## src/rtl/spi_sram_responder.sv

```systemverilog
// SPI mode-0 SRAM target (23LC512 command set): oversamples the serial link on clk
// and turns READ/WRITE/RDMR/WRMR transactions into a single-cycle byte-wide memory port.
module spi_sram_responder #(
  parameter int         ADDR_W     = 16,
  parameter int         PAGE_SIZE  = 32,
  parameter logic [7:0] MODE_RESET = 8'h40
) (
  input  logic              clk,
  input  logic              reset,
  input  logic              spi_cs_n,
  input  logic              spi_sclk,
  input  logic              spi_mosi,
  output logic              spi_miso,
  output logic              spi_miso_oe,
  output logic [ADDR_W-1:0] mem_addr,
  output logic [7:0]        mem_wdata,
  output logic              mem_we,
  output logic              mem_re,
  input  logic [7:0]        mem_rdata,
  output logic [7:0]        mode_reg,
  output logic              busy
);

  localparam logic [ADDR_W-1:0] PAGE_MASK = ADDR_W'(PAGE_SIZE - 1);

  typedef enum logic [3:0] {
    IDLE, CMD, ADDR_HI, ADDR_LO, RD_DATA, WR_DATA, RDMR, WRMR, IGNORE
  } state_t;

  state_t      state;
  logic        cs_s1, cs_s2, cs_d;
  logic        sclk_s1, sclk_s2, sclk_d;
  logic        mosi_s1, mosi_s2;
  logic        sclk_rise, sclk_fall, cs_fall;
  logic [2:0]  bit_cnt;
  logic [7:0]  rx_shift, rx_next, tx_shift, tx_buf, tx_src, addr_hi;
  logic        is_read, rd_wait, byte_done, byte_mode, page_mode;
  logic [15:0] addr_full;

  always_ff @(posedge clk) begin
    if (reset) begin
      {cs_s1, cs_s2, cs_d}       <= 3'b111;
      {sclk_s1, sclk_s2, sclk_d} <= 3'b000;
      {mosi_s1, mosi_s2}         <= 2'b00;
    end else begin
      cs_s1   <= spi_cs_n;
      cs_s2   <= cs_s1;
      cs_d    <= cs_s2;
      sclk_s1 <= spi_sclk;
      sclk_s2 <= sclk_s1;
      sclk_d  <= sclk_s2;
      mosi_s1 <= spi_mosi;
      mosi_s2 <= mosi_s1;
    end
  end

  assign sclk_rise = sclk_s2 & ~sclk_d;
  assign sclk_fall = ~sclk_s2 & sclk_d;
  assign cs_fall   = cs_d & ~cs_s2;
  assign rx_next   = {rx_shift[6:0], mosi_s2};
  assign byte_done = sclk_rise && (bit_cnt == 3'd7);
  assign addr_full = {addr_hi, rx_next};
  assign byte_mode = (mode_reg[7:6] == 2'b00);
  assign page_mode = (mode_reg[7:6] == 2'b10);
  assign tx_src    = (state == RDMR) ? mode_reg : tx_buf;

  // Page mode keeps the page number and only rolls the in-page offset.
  function automatic logic [ADDR_W-1:0] advance(input logic [ADDR_W-1:0] a, input logic page);
    logic [ADDR_W-1:0] inc;
    inc = a + ADDR_W'(1);
    if (page) return (a & ~PAGE_MASK) | (inc & PAGE_MASK);
    return inc;
  endfunction

  always_ff @(posedge clk) begin
    if (reset) begin
      state       <= IDLE;
      bit_cnt     <= 3'd0;
      rx_shift    <= 8'h00;
      tx_shift    <= 8'h00;
      tx_buf      <= 8'h00;
      addr_hi     <= 8'h00;
      is_read     <= 1'b0;
      rd_wait     <= 1'b0;
      spi_miso    <= 1'b0;
      spi_miso_oe <= 1'b0;
      mem_we      <= 1'b0;
      mem_re      <= 1'b0;
      mem_addr    <= '0;
      mem_wdata   <= 8'h00;
      mode_reg    <= MODE_RESET;
      busy        <= 1'b0;
    end else begin
      mem_we  <= 1'b0;
      mem_re  <= 1'b0;
      rd_wait <= mem_re;
      busy    <= ~cs_s2;
      if (rd_wait) tx_buf <= mem_rdata;
      // The address moves on only after the write strobe has used it.
      if (mem_we && !byte_mode) mem_addr <= advance(mem_addr, page_mode);

      if (state != IDLE && cs_s2) begin
        state       <= IDLE;
        spi_miso    <= 1'b0;
        spi_miso_oe <= 1'b0;
      end else begin
        if (sclk_rise && state != IDLE) begin
          rx_shift <= rx_next;
          bit_cnt  <= bit_cnt + 3'd1;
        end
        // A fall at bit 0 starts a fresh byte from the prefetched buffer.
        if (sclk_fall && (state == RD_DATA || state == RDMR)) begin
          spi_miso_oe <= 1'b1;
          if (bit_cnt == 3'd0) {spi_miso, tx_shift} <= {tx_src, 1'b0};
          else                 {spi_miso, tx_shift} <= {tx_shift, 1'b0};
        end

        case (state)
          IDLE: if (cs_fall) begin
            state   <= CMD;
            bit_cnt <= 3'd0;
          end
          CMD: if (byte_done) begin
            case (rx_next)
              8'h03:   begin is_read <= 1'b1; state <= ADDR_HI; end
              8'h02:   begin is_read <= 1'b0; state <= ADDR_HI; end
              8'h05:   state <= RDMR;
              8'h01:   state <= WRMR;
              default: state <= IGNORE;
            endcase
          end
          ADDR_HI: if (byte_done) begin
            addr_hi <= rx_next;
            state   <= ADDR_LO;
          end
          ADDR_LO: if (byte_done) begin
            mem_addr <= ADDR_W'(addr_full);
            if (is_read) begin
              mem_re <= 1'b1;
              state  <= RD_DATA;
            end else begin
              state  <= WR_DATA;
            end
          end
          RD_DATA: if (byte_done) begin
            if (byte_mode) begin
              state       <= IGNORE;
              spi_miso    <= 1'b0;
              spi_miso_oe <= 1'b0;
            end else begin
              mem_addr <= advance(mem_addr, page_mode);
              mem_re   <= 1'b1;
            end
          end
          WR_DATA: if (byte_done) begin
            mem_wdata <= rx_next;
            mem_we    <= 1'b1;
            if (byte_mode) state <= IGNORE;
          end
          RDMR: ;
          WRMR: if (byte_done) begin
            mode_reg <= rx_next;
            state    <= IGNORE;
          end
          IGNORE: begin
            spi_miso    <= 1'b0;
            spi_miso_oe <= 1'b0;
          end
          default: state <= IDLE;
        endcase
      end
    end
  end

endmodule

```

## config.mk

```make
export PLATFORM = sky130hd
export DESIGN_NAME = spi_sram_responder
export DESIGN_NICKNAME = d
export VERILOG_FILES = /design/src/rtl/spi_sram_responder.sv
export SDC_FILE = /design/constraint.sdc
export NUM_CORES = 1
export LEC_CHECK = 0
export BUFFER_PORTS_ARGS = -buffer_cell sky130_fd_sc_hd__buf_2
export CAP_MARGIN = 20
export CORE_UTILIZATION = 53
export DETAILED_ROUTE_END_ITERATION = 6
export HOLD_SLACK_MARGIN = 0.15
export PLACE_DENSITY_LB_ADDON = 0.3
export SYNTH_ARGS = -nofsm -noshare
export SYNTH_HDL_FRONTEND = slang
export SYNTH_SLANG_ARGS = --single-unit
```

## constraint.sdc

```tcl
create_clock -name clk -period 2.01 [get_ports clk]
set_clock_uncertainty 0.05 [all_clocks]
set_input_delay 0.1005 -clock clk [delete_from_list [all_inputs] [get_ports clk]]
set_output_delay 0.1005 -clock clk [all_outputs]
set_load 0.005 [all_outputs]
```

# Word level (Yosys, flattened, before mapping)

Cells that the tools add are included.

Register bits: 85
Bits of input ports: 13
Logic and storage cells: 129
Output and inout port bits: 37

Reductions and logical operators: 24
Muxes and demuxes: 48
$add $sub $neg: 2
Bitwise operators: 10
Equal/unequal tests: 21

Operators by type and width:

| cell                  | count |
|---|---|
| $mux 16               | 8 |
| $pmux 16 s2           | 1 |
| $mux 4                | 7 |
| $pmux 4 s7            | 1 |
| $mux 1                | 21 |
| $add 16x1->16 const B | 1 |
| $eq 4x3->1 const B    | 4 |
| $eq 8x2->1 const B    | 2 |
| $mux 8                | 2 |
| $or 16x5->16          | 1 |
| $pmux 4 s3            | 1 |
| $ne 2x2->1 const B    | 5 |
| $mux 3                | 3 |
| $reduce_and 3->1      | 3 |
| $eq 4x2->1 const B    | 2 |
| $eq 8x1->1 const B    | 1 |
| $eq 8x3->1 const B    | 1 |
| $pmux 1 s2            | 4 |
| $reduce_and 8->1      | 1 |
| $reduce_or 2->1       | 4 |
| $not 1->1             | 6 |
| $logic_and 1x1->1     | 5 |
| $eq 4x1->1 const B    | 1 |
| $eq 4x4->1 const B    | 1 |
| other kinds (15)      | 19 |

# Depth between registers and ports, before layout

Gate-level depths: netlist of the first run.

Depth after elaboration: 12
Gate-level depth with buffers: 8
Mapped depth without buffers: 7

# Worst setup path before layout of the first run

OpenSTA, ideal clock, no wires.

Path type: reg2reg
Start point: register mem_addr[0]
End point: register mem_addr[14]
Buffers on the path: 0
Period minus slack after synthesis: 2,094 ps
Required time: 1,830 ps
Library setup time: 130 ps
Cell stages (with the launch flop): 7
Arrival time: 1,914 ps
Slack: -84 ps
Path through: dfxtp_1 > ha_1 > nand4_1 > nor4_2 > a311oi_1 > a311oi_1 > nand3_1

Cells in the longest elaborated chain, start to end: 7
Elaborated cells between the ends (all ways): 9
Classes of those cells: 1 x add/sub; 8 x mux

Ends and longest elaborated chain:

| item                     | line | RTL |
|---|---|---|
| start: declaration       | 15   | `output logic [ADDR_W-1:0] mem_addr,` |
| start signal: assignment | 100  | `if (mem_we && !byte_mode) mem_addr <= advance(mem_addr, page_mode);` |
| start signal: assignment | 137  | `mem_addr <= ADDR_W'(addr_full);` |
| start signal: assignment | 151  | `mem_addr <= advance(mem_addr, page_mode);` |
| $add 16x1->16 (*)        | 70   | `inc = a + ADDR_W'(1);` |
| $mux 16                  | 72   | `return inc;` |
| $mux 16                  | 100  |  |
| $mux 16                  | 146  | `if (byte_mode) begin` |
| $mux 16                  | 145  | `RD_DATA: if (byte_done) begin` |
| $pmux 16 s2              | 118  | `case (state)` |
| $mux 16 (*)              | 102  | `if (state != IDLE && cs_s2) begin` |

Every way passes the cells marked *; elsewhere a longest branch is shown, timed or not.
A chain may end at the register's enable or synchronous reset.

# Worst setup path after layout of the first run

Start point: register mode_reg[6]
End point: register mem_addr[14]

Cells in the longest elaborated chain, start to end: 12
Elaborated cells between the ends (all ways): 20
Classes of those cells: 1 x eq/ne; 16 x mux; 3 x reduce/logical

Ends and longest elaborated chain:

| item                     | line | RTL |
|---|---|---|
| start: declaration       | 20   | `output logic [7:0] mode_reg,` |
| start signal: assignment | 162  | `mode_reg <= rx_next;` |
| $eq 2x2->1               | 64   | `assign page_mode = (mode_reg[7:6] == 2'b10);` |
| $mux 1                   | 71   | `if (page) return (a & ~PAGE_MASK) \| (inc & PAGE_MASK);` |
| $mux 1                   | 146  |  |
| $mux 1                   | 145  |  |
| $mux 1                   | 118  |  |
| $mux 1                   | 102  |  |
| $mux 1                   | 76   | `if (reset) begin` |
| $mux 16                  | 72   |  |
| $mux 16                  | 146  |  |
| $mux 16                  | 145  |  |
| $pmux 16 s2              | 118  |  |
| $mux 16 (*)              | 102  |  |

Every way passes the cells marked *; elsewhere a longest branch is shown, timed or not. The select of a mux whose other input is x is not followed.

==> metrics.md, run 1 <==
| Metric | Value |
|---|---|
| Status | `complete, but fails checks` |
| Failing checks | `negative setup slack` |
| Startpoint Class | `flip-flop` |
| Lkg Pwr | `about 0.0022 uW` |
| Largest net degree at the start of global routing | `52` |
| Yosys top cell area share | `between 30% and 40%` |
| Finish-stage setup viols | `1` |
| Synthesized area per cell | `around 8.2 um2` |
| Clock Sinks | `84` |
| Max FFs per register | `16` |
| Worst setup margin | `-0.0352 ns` |
| Max Cap Viol | `0` |
| CP Data Required Time | `around 2.3 ns` |
| WL/cell | `approximately 18 um` |
| RSZ-0062 raised after global routing | `yes` |
| First-pass GRT wire length | `roughly 20 mm` |
| Syn nets | `roughly 550` |
| Final hold violations | `0` |
| Inserted Diodes | `0` |
| DP Cell Count | `between 700 and 800` |
| Peak supply drop | `between 0.4 and 0.5 mV` |
| Leading area contributor after synthesis | `dfxtp_1` |
| Prevailing post-synth register cell | `dfxtp_1` |
| Main combinational cell family by area after synthesis | `simple AND/OR/NAND/NOR gates` |
| DRC | `0` |
| Die Area | `~8700 um2` |
| Tot GR Track Use | `a little under a third` |
| # fillers | `approximately 620` |
| Least-Margin Pin Slew | `0.618 ns` |
| Biggest register | `mem_addr` |
| Seq/Total Area, Yosys | `a little under two fifths` |
| Layout cells sized above 1 | `approximately 27%` |
| Mapped Cells | `536` |
| Post-synth EDFFs | `0` |
| Final #Nets | `about 650` |
| ANT nets after route | `0` |
| Xor/xnor share of the synthesized area | `4.17%` |
| DR iter-0 viols | `380` |
| Total wire length | `about 13 mm` |
| H-tree levels | `3` |
| Port Buffers | `just under 50` |
| Initial antenna violation count | `0` |
| Internal reg-to-reg setup slack | `-0.04 ns` |
| Top-count cell post-synth | `dfxtp_1` |
| Main area contributors after synthesis | `dfxtp_1 (38%), mux2i_1 (7.7%), nor2_1 (6.0%)` |
| Mux share of post-synthesis cell area | `7.96%` |
| Worst EP arrival | `about 2.3 ns` |
| Standard-cell row count | `32` |
| Vias in the first global route | `4118` |
| Die Wd | `93.3 um` |
| DRT Pass-1 Iters | `6` |
| Number of warnings issued by yosys | `0` |
| Finished Layout Cells | `around 740` |
| Via density | `6.11` |
| Hold path depth | `1` |
| Post-detail-place hpwl | `between 9 and 10 mm` |
| Area grow syn2layout | `26.5%` |
| Hold Crit Class | `flip-flop to flip-flop` |
| Commonest cells in the netlist | `dfxtp_1 (84), nor2_1 (70), nand2_1 (51), mux2i_1 (34), a21oi_1 (32)` |
| Critical path type | `flip-flop to flip-flop` |
| Asr flop ratio synth | `0%` |
| Clock period minus worst slack | `just over 2 ns` |
| Total I/O pin count | `50` |
| Root buf cell | `clkbuf_8` |
| GRT Residual Overflow | `0` |
| Hold endpoint | `cs_s2$_SDFF_PP1_` |
| Clock slew at reported path FFs | `0.09 ns` |
| Final period util | `102%` |
| Slew Viols, Final | `0` |
| PD cells | `~620 nW/um2` |
| Post-synthesis cell area | `roughly 4400 um2` |
| Relative slew margins | `58.6%` |
| Core Footprint | `approximately 7900 um2` |
| Max Clock Freq | `between 0.4 and 0.5 GHz` |
| CP max FO | `11` |
| Die Ht | `93.3 um` |
| Simple-gate share of the synthesized area | `between 20% and 30%` |
| Worst r2r src | `mode_reg[6]$_SDFFE_PP1P_` |
| Starting density of the core | `between 50% and 60%` |
| Clock Tree Buf Depth | `2` |
| Compound-Gate Fraction of Synth Area | `18.2%` |
| CTS buffer count | `9` |
| CP Launch Point | `mode_reg[6]$_SDFFE_PP1P_` |
| DR vias | `around 4.5k` |
| Adder-cell area share of the yosys netlist | `1.13%` |
| Cells on worst reg2reg path | `6` |
| Design Power | `3480 uW` |
| Worst skew pair latency | `~0.36 ns` |
| GP Congestion | `a little under 1` |
| Hold wc startpoint | `cs_s1$_SDFF_PP1_` |
| Synth Register Bits | `84` |
| Kind of end point of the critical path | `flip-flop` |
| CTS tree | `yes` |
| Crit Reg-Reg Endpoint | `mem_addr[14]$_SDFF_PP0_` |
| Synth unique cells | `65` |
==> worst max path at each step <==
stage | slack, ns | depth (start not counted) | to
6_report | -0.04 | 6 | mem_addr[14]$_SDFF_PP0_
5_1_grt | -0.1 | 6 | mem_addr[14]$_SDFF_PP0_
4_1_cts | 0.01 | 8 | mem_addr[2]$_SDFF_PP0_
3_5_place_dp | -0.07 | 7 | mem_addr[10]$_SDFF_PP0_
3_3_place_gp | 0.04 | 7 | mem_addr[10]$_SDFF_PP0_
2_1_floorplan | -0.009 | 6 | mem_addr[14]$_SDFF_PP0_
==> cell families (layout without fill, tap and decap cells) <==
group | after synthesis | in the layout
AO/OA/AOI/OAI | 116 | 116
XOR/XNOR | 21 | 21
adder cells (fa/ha/maj) | 4 | 4
buffers and inverters | 57 | 159
flip-flops | 84 | 84
multiplexers | 35 | 35
AND/OR/NAND/NOR | 219 | 220
==> stage by stage <==
stage	setup TNS [ns]	hold slack [ns]	utilization (%)	setup WS, ns	instance area, um2
CTS	0	0.383	68.6	0.0108	5410
detailed placement	-0.439	0.244	64.4	-0.0717	5080
floorplan	-0.00868	0.154	-	-0.00868	4430
finish	-0.0352	0.375	70.8	-0.0352	5580
global placement	0	0.234	64.4	0.0371	5080
global route	-0.155	0.394	70.8	-0.0981	5580
==> worst max-delay path, stage by stage, from the launching register on <==
cell,delay (ns)
dfxtp_1,0.36
buf_4,0.18
o21a_1,0.35
and2_1,0.30
a2111oi_0,0.53
a31oi_1,0.11
nand3_1,0.11
==> routing by layer <==
metal | routed length [um] | vias up | track usage, %
li1 | - | 2111 | -
met1 | 5560 | 2099 | 38.0
met2 | 6250 | 256 | 49.9
met3 | 1050 | 61 | 5.93
met4 | 624 | 0 | 17.9
met5 | 0 | - | 0
==> cell usage in the layout, fill, tap and decap left out, types with 4 or more instances in the layout <==
| master | synthesis | layout |
|---|---|---|
| and2_1 | 4 | 4 |
| mux2i_1 | 34 | 33 |
| o221ai_1 | 5 | 5 |
| a21oi_1 | 32 | 30 |
| a31oi_1 | 9 | 9 |
| a22oi_1 | 5 | 5 |
| nor4_1 | 6 | 4 |
| dfxtp_1 | 84 | 79 |
| xnor2_1 | 15 | 15 |
| o22ai_1 | 5 | 5 |
| o21ai_0 | 10 | 10 |
| dfxtp_2 | 0 | 5 |
| inv_1 | 13 | 13 |
| nor3b_1 | 4 | 4 |
| dlygate4sd3_1 | 0 | 12 |
| and3_1 | 4 | 4 |
| nand4_1 | 9 | 9 |
| nand2_1 | 51 | 50 |
| nor3_1 | 11 | 10 |
| nand2b_1 | 4 | 4 |
| nor2_1 | 70 | 70 |
| xor2_1 | 6 | 6 |
| buf_4 | 0 | 68 |
| nor2b_1 | 12 | 12 |
| clkbuf_8 | 0 | 9 |
| a211oi_1 | 11 | 11 |
| nand3_1 | 17 | 17 |
| buf_2 | 13 | 49 |
| o21ai_1 | 6 | 5 |
==> where the power goes <==
group | switching (uW) | internal [uW] | leakage, uW
registers | 33.3 | 1690 | 0.000681
clock network | 667 | 579 | 0.0000923
logic | 300 | 216 | 0.00139
==> layout make-up <==
type / instances / area [um2] / share of cell area, %
clock buffer: 9 / 124 / 2.22
clock inverter: 6 / 71.3 / 1.28
inverter: 13 / 48.8 / 0.874
multi-input combinational: 396 / 2630 / 47.0
sequential: 84 / 1690 / 30.2
tap: 102 / 128 / 2.29
timing repair buffer: 131 / 898 / 16.1
==> timing repair <==
action | 4_1_cts | 5_1_grt
hold buffers | 12 | 0
pin swaps | 3 | 8
endpoints found under the hold margin | 21 | 0
resized for setup | 4 | 26
setup endpoints to repair | 22 | 47
setup buffers | 1 | 7
cloned | 0 | 1
No activity file was read; power rests on OpenSTA's default activity.
==> run 2: changes to the inputs <==
- CORE_UTILIZATION: 53 -> 45
==> metrics.md, run 2 (synthesized netlist as in run 1, its figures left out) <==
| Metric | Value |
|---|---|
| Starting density of the core | `47.1% (was 56.0%)` |
| H-tree levels | `3 (unchanged)` |
| Max FFs per register | `16 (unchanged)` |
| ANT nets after route | `0 (unchanged)` |
| CTS tree | `yes (unchanged)` |
| RSZ-0062 raised after global routing | `yes (unchanged)` |
| Relative slew margins | `60.7% (was 58.6%)` |
| Multi-input combinational cell area | `2620 um2 (was 2630 um2)` |
| DRT Pass-1 Iters | `5 (was 6)` |
| Core Footprint | `9370 um2 (was 7890 um2)` |
| Status | `complete, but fails checks (unchanged)` |
| Peak supply drop | `0.666 mV (was 0.444 mV)` |
| Design Power | `3550 uW (was 3480 uW)` |
| Failing checks | `negative setup slack (unchanged)` |
| Uppermost routed layer | `met4 (unchanged)` |
| PD cells | `635 nW/um2 (was 624 nW/um2)` |
| Hold path depth | `1 (unchanged)` |
| Kind of end point of the critical path | `flip-flop (unchanged)` |
| Final hold violations | `0 (unchanged)` |
| Hold Crit Class | `flip-flop to flip-flop (unchanged)` |
| Total I/O pin count | `50 (unchanged)` |
| Max Cap Viol | `0 (unchanged)` |
| Slew Viols, Final | `0 (unchanged)` |
| Max Clock Freq | `0.494 GHz (was 0.489 GHz)` |
| CTS buffer count | `9 (unchanged)` |
| Clock Tree Buf Depth | `2 (unchanged)` |
| DRT met1 WL | `5.71 mm (was 5.56 mm)` |
| Worst r2r src | `rx_shift[5]$_SDFFE_PP0P_ (was mode_reg[6]$_SDFFE_PP1P_)` |
| CP Data Required Time | `2.20 ns (was 2.26 ns)` |
| Post-detail-place hpwl | `9.23 mm (was 9.21 mm)` |
| WL/cell | `16.9 um (was 18.2 um)` |
| Port Buffers | `49 (unchanged)` |
| Total wire length | `13.0 mm (was 13.5 mm)` |
| CP max FO | `4 (was 11)` |
| Tot GR Track Use | `26.3% (was 30.8%)` |
| Vias in the first global route | `4133 (was 4118)` |
| Worst setup margin | `-0.0159 ns (was -0.0352 ns)` |
| First-pass GRT wire length | `20.7 mm (was 20.5 mm)` |
| Clock Sinks | `84 (unchanged)` |
| Biggest register | `mem_addr (unchanged)` |
| Cells on worst reg2reg path | `5 (was 6)` |
| Worst skew pair latency | `0.36 ns (about the same)` |
| DRC | `0 (unchanged)` |
| Most frequent cells in the layout | `dfxtp_1 (81), nor2_1 (69), buf_4 (66) (was dfxtp_1 (79), nor2_1 (70), buf_4 (68))` |
| Final #Nets | `649 (was 652)` |
| Commonest non-fill, non-tap cell in the layout | `dfxtp_1 (unchanged)` |
| Clock period minus worst slack | `2.03 ns (was 2.05 ns)` |
| Met2 wire len | `6.08 mm (was 6.25 mm)` |
| DR iter-0 viols | `312 (was 380)` |
| Worst EP arrival | `2.22 ns (was 2.30 ns)` |
| Via density | `5.63 (was 6.11)` |
| Critical path type | `flip-flop to flip-flop (unchanged)` |
| Die Area | `10200 um2 (was 8700 um2)` |
| Die Ht | `101 um (was 93.3 um)` |
| Lkg Pwr | `0.00216 uW (about the same)` |
| Finish-stage setup viols | `1 (unchanged)` |
| Layout cells sized above 1 | `25.9% (was 27.1%)` |
| # fillers | `865 (was 621)` |
| Least-Margin Pin Slew | `0.589 ns (was 0.618 ns)` |
| Root buf cell | `clkbuf_8 (unchanged)` |
| Final TNS setup | `-0.0159 ns (was -0.0352 ns)` |
| Inserted Diodes | `0 (unchanged)` |
| Startpoint Class | `flip-flop (unchanged)` |
| Met3 WL post-DR | `769 um (was 1.05 mm)` |
| Hold wc startpoint | `cs_s1$_SDFF_PP1_ (unchanged)` |
| Largest net degree at the start of global routing | `60 (was 52)` |
| Final period util | `101% (was 102%)` |
| Clock slew at reported path FFs | `0.09 ns (about the same)` |
| DR vias | `4313 (was 4527)` |
| Seq. cell area | `1690 um2 (about the same)` |
| CP Launch Point | `rx_shift[5]$_SDFFE_PP0P_ (was mode_reg[6]$_SDFFE_PP1P_)` |
| GRT Residual Overflow | `0 (unchanged)` |
| Area grow syn2layout | `26.8% (was 26.5%)` |
| Die Wd | `101 um (was 93.3 um)` |
| GP Congestion | `0.948 (was 0.983)` |
| Initial antenna violation count | `0 (unchanged)` |
| Standard-cell row count | `35 (was 32)` |
[run 2: layout make-up]
cell class                 count  share of cell area (%)
clock inverter                 6                    1.27
tap                          129                    2.88
multi-input combinational    395                    46.8
sequential                    84                    30.1
inverter                      13                   0.871
clock buffer                  10                    2.28
timing repair buffer         129                    15.8
[run 2: metal layers]
metal  track usage, %  vias up
met3             5.89       31
met5                0        -
met4             12.7        0
li1                 -     2095
met2             42.0      161
met1             33.4     2026
[run 2: repair_timing]
| action | in CTS | in global routing |
|---|---|---|
| buffers inserted | 2 | 2 |
| setup endpoints to repair | 7 | 55 |
| hold endpoints to repair | 12 | 0 |
| gates resized for setup | 3 | 24 |
| hold buffers | 12 | 0 |
| pin swaps | 1 | 5 |
[run 2: report_power, final]
group | internal, uW | leakage, uW | switching [uW]
clock | 587 | 0.0000935 | 679
combinational | 250 | 0.00139 | 321
sequential | 1680 | 0.000680 | 33.7
[run 2: worst max-delay path: stages (launching register included)]
cell and delay, ns:
dfxtp_1 0.32, or4_4 0.53, or4_4 0.48, nor2b_2 0.12, a21oi_1 0.05, a2111oi_2 0.36
[run 2: path summary, 6_finish.rpt]
kind                           end  slack [ns]
max          state[1]$_SDFFE_PP0P_       -0.02
min               cs_s2$_SDFF_PP1_        0.37
max reg2reg  state[1]$_SDFFE_PP0P_       -0.02
min reg2reg       cs_s2$_SDFF_PP1_        0.37
[run 2: per-stage QoR]
stage,instances,hold slack (ns),setup slack (ns),instance area [um2],utilization (%)
detailed placement,734,0.240,-0.0482,5120,54.7
floorplan,536,0.154,-0.00868,4430,-
global placement,734,0.235,0.0355,5120,54.7
global route,766,0.390,-0.0649,5600,59.8
CTS,764,0.379,0.0162,5470,58.3
finish,766,0.372,-0.0159,5600,59.8
==> run 3: changes to the inputs <==
--- a/constraint.sdc
+++ b/constraint.sdc
@@ -4,2 +4,2 @@
 set_output_delay 0.1005 -clock clk [all_outputs]
-set_load 0.005 [all_outputs]
+set_load 0.05 [all_outputs]
==> metrics.md, run 3 (synthesized netlist as in run 1, its figures left out) <==
| Metric | Value |
|---|---|
| Status | `complete, no violations (was complete, but fails checks)` |
| Commonest non-fill, non-tap cell in the layout | `nor2_1 (was dfxtp_1)` |
| Crit-path cells | `ha_1 > ha_2 > nand3b_1 > buf_6 > a21oi_2 > o32ai_2 > nor2b_1 > nor3_1 (was or4_4 > or4_4 > nor2b_2 > a21oi_1 > a2111oi_2)` |
| Hold WS | `0.376 ns (was 0.372 ns)` |
| DRC | `0 (unchanged)` |
| Worst path max stage delay | `0.42 ns (was 0.53 ns)` |
| DRT met1 WL | `5.62 mm (was 5.71 mm)` |
| Crit Reg-Reg Endpoint | `state[2]$_SDFFE_PP0P_ (was state[1]$_SDFFE_PP0P_)` |
| DR iter-0 viols | `291 (was 312)` |
| Die Area | `10200 um2 (unchanged)` |
| GRT Residual Overflow | `0 (unchanged)` |
| H-tree levels | `3 (unchanged)` |
| Uppermost routed layer | `met4 (unchanged)` |
| Finished Layout Cells | `766 (unchanged)` |
| Least-Margin Pin Slew | `0.601 ns (was 0.589 ns)` |
| CP Data Required Time | `2.23 ns (was 2.20 ns)` |
| Die Wd | `101 um (unchanged)` |
| Slew Viols, Final | `0 (unchanged)` |
| Inserted Diodes | `0 (unchanged)` |
| Standard-cell row count | `35 (unchanged)` |
| Tot GR Track Use | `25.9% (was 26.3%)` |
| Kind of end point of the critical path | `flip-flop (unchanged)` |
| Lkg Pwr | `0.00219 uW (was 0.00216 uW)` |
| Worst EP arrival | `2.19 ns (was 2.22 ns)` |
| Design Power | `3580 uW (was 3550 uW)` |
| Port Buffers | `49 (unchanged)` |
| Clock Sinks | `84 (unchanged)` |
| Critical-path top delay cell | `o32ai_2 (was or4_4)` |
| Biggest register | `mem_addr (unchanged)` |
| Total I/O pin count | `50 (unchanged)` |
| Final #Nets | `649 (unchanged)` |
| PD cells | `633 nW/um2 (was 635 nW/um2)` |
| RSZ-0062 raised after global routing | `yes (unchanged)` |
| Total wire length | `12.9 mm (was 13.0 mm)` |
| Clock Tree Buf Depth | `2 (unchanged)` |
| Max Cap Viol | `0 (unchanged)` |
| Area grow syn2layout | `28.0% (was 26.8%)` |
| CP delay by family, top | `compound AO/OA/AOI/OAI gates (was simple AND/OR/NAND/NOR gates)` |
| CP max FO | `5 (was 4)` |
| Max FFs per register | `16 (unchanged)` |
| First-pass GRT wire length | `20.2 mm (was 20.7 mm)` |
| Hold Crit Class | `flip-flop to flip-flop (unchanged)` |
| ANT nets after route | `0 (unchanged)` |
| Relative slew margins | `59.7% (was 60.7%)` |
| Cells on worst reg2reg path | `8 (was 5)` |
| DP Cell Count | `730 (was 734)` |
| Vias in the first global route | `4044 (was 4133)` |
| Internal reg-to-reg setup slack | `0.03 ns (was -0.02 ns)` |
| Core Footprint | `9370 um2 (unchanged)` |
| Via density | `5.71 (was 5.63)` |
| CTS tree | `yes (unchanged)` |
| Critical path type | `flip-flop to flip-flop (unchanged)` |
| Clock period minus worst slack | `1.98 ns (was 2.03 ns)` |
| Met2 wire len | `6.08 mm (about the same)` |
| Starting density of the core | `47.1% (unchanged)` |
| Post-detail-place hpwl | `9.14 mm (was 9.23 mm)` |
| Max Clock Freq | `0.505 GHz (was 0.494 GHz)` |
| Finish-stage setup viols | `0 (was 1)` |
| Hold wc startpoint | `cs_s1$_SDFF_PP1_ (unchanged)` |
| Peak supply drop | `0.438 mV (was 0.666 mV)` |
| Root buf cell | `clkbuf_8 (unchanged)` |
| Final TNS setup | `0 ns (was -0.0159 ns)` |
| GP Congestion | `0.973 (was 0.948)` |
| Hold path depth | `1 (unchanged)` |
| DRT Pass-1 Iters | `7 (was 5)` |
| Startpoint Class | `flip-flop (unchanged)` |
| CTS buffer count | `9 (unchanged)` |
| Clock slew at reported path FFs | `0.10 ns (was 0.09 ns)` |
| Initial antenna violation count | `0 (unchanged)` |
| Final period util | `98.4% (was 101%)` |
| Met3 WL post-DR | `912 um (was 769 um)` |
| WL/cell | `16.9 um (about the same)` |
| Final hold violations | `0 (unchanged)` |
| WP buf/inv | `1 (was 0)` |
| Most frequent cells in the layout | `nor2_1 (70), dfxtp_1 (67), buf_4 (64) (was dfxtp_1 (81), nor2_1 (69), buf_4 (66))` |
| Layout cells sized above 1 | `28.3% (was 25.9%)` |
| Die Ht | `101 um (unchanged)` |
| Largest net degree at the start of global routing | `60 (unchanged)` |
| DR vias | `4372 (was 4313)` |
| Hold endpoint | `cs_s2$_SDFF_PP1_ (unchanged)` |
| Worst r2r src | `bit_cnt[0]$_SDFFE_PP0N_ (was rx_shift[5]$_SDFFE_PP0P_)` |
| Core Util, Final | `60.3% (was 59.8%)` |
| Worst skew pair latency | `0.37 ns (was 0.36 ns)` |
[run 3: final cells by class]
cell class | count | area, um2
Timing Repair Buffer | 128 | 888
Fill cell | 848 | 3720
Clock buffer | 10 | 138
Tap cell | 129 | 161
Inverter | 13 | 48.8
Multi-Input combinational cell | 396 | 2610
Sequential cell | 84 | 1720
Clock inverter | 6 | 81.3
[run 3: metrics by stage]
| step | cell area (um2) | setup WS [ns] |
|---|---|---|
| 5_1_grt | 5650 | -0.0900 |
| 6_report | 5650 | 0.0314 |
| 3_3_place_gp | 5150 | -0.0341 |
| 3_5_place_dp | 5150 | -0.0666 |
| 4_1_cts | 5500 | 0.00308 |
| 2_1_floorplan | 4480 | -0.00377 |
[run 3: routing by layer]
layer	GRT usage, %	vias to the layer above
li1	-	2107
met1	33.1	2044
met2	43.1	193
met3	4.72	28
met4	10.3	0
met5	0	-
[run 3: report_power, final]
group | leakage, uW | total [uW] | internal, uW | switching, uW
clock | 0.000110 | 1330 | 632 | 695
sequential | 0.000688 | 1710 | 1680 | 35.8
combinational | 0.00139 | 539 | 229 | 310
total | 0.00219 | 3580 | 2540 | 1040
[run 3: worst max-delay path by stage]
stage                                  startpoint                 endpoint  slack, ns  cells after the start
after floorplan            mem_addr[0]$_SDFF_PP0_  mem_addr[14]$_SDFF_PP0_     -0.004                      6
after global placement    bit_cnt[0]$_SDFFE_PP0N_  mem_addr[10]$_SDFF_PP0_      -0.03                      7
after detailed placement  bit_cnt[0]$_SDFFE_PP0N_   mem_addr[9]$_SDFF_PP0_      -0.07                      7
after CTS                   state[1]$_SDFFE_PP0P_   mem_addr[2]$_SDFF_PP0_      0.003                      5
after global routing      bit_cnt[0]$_SDFFE_PP0N_    state[0]$_SDFFE_PP0P_      -0.09                      8
final                     bit_cnt[0]$_SDFFE_PP0N_    state[2]$_SDFFE_PP0P_       0.03                      8
[run 3: timing repair]
action / 4_1_cts / 5_1_grt
endpoints found under the hold margin: 14 / 0
buffers inserted: 0 / 7
resized for setup: 3 / 24
hold buffers: 12 / 0
gates cloned: 0 / 1
pin swaps: 1 / 8
setup endpoints to repair: 13 / 53
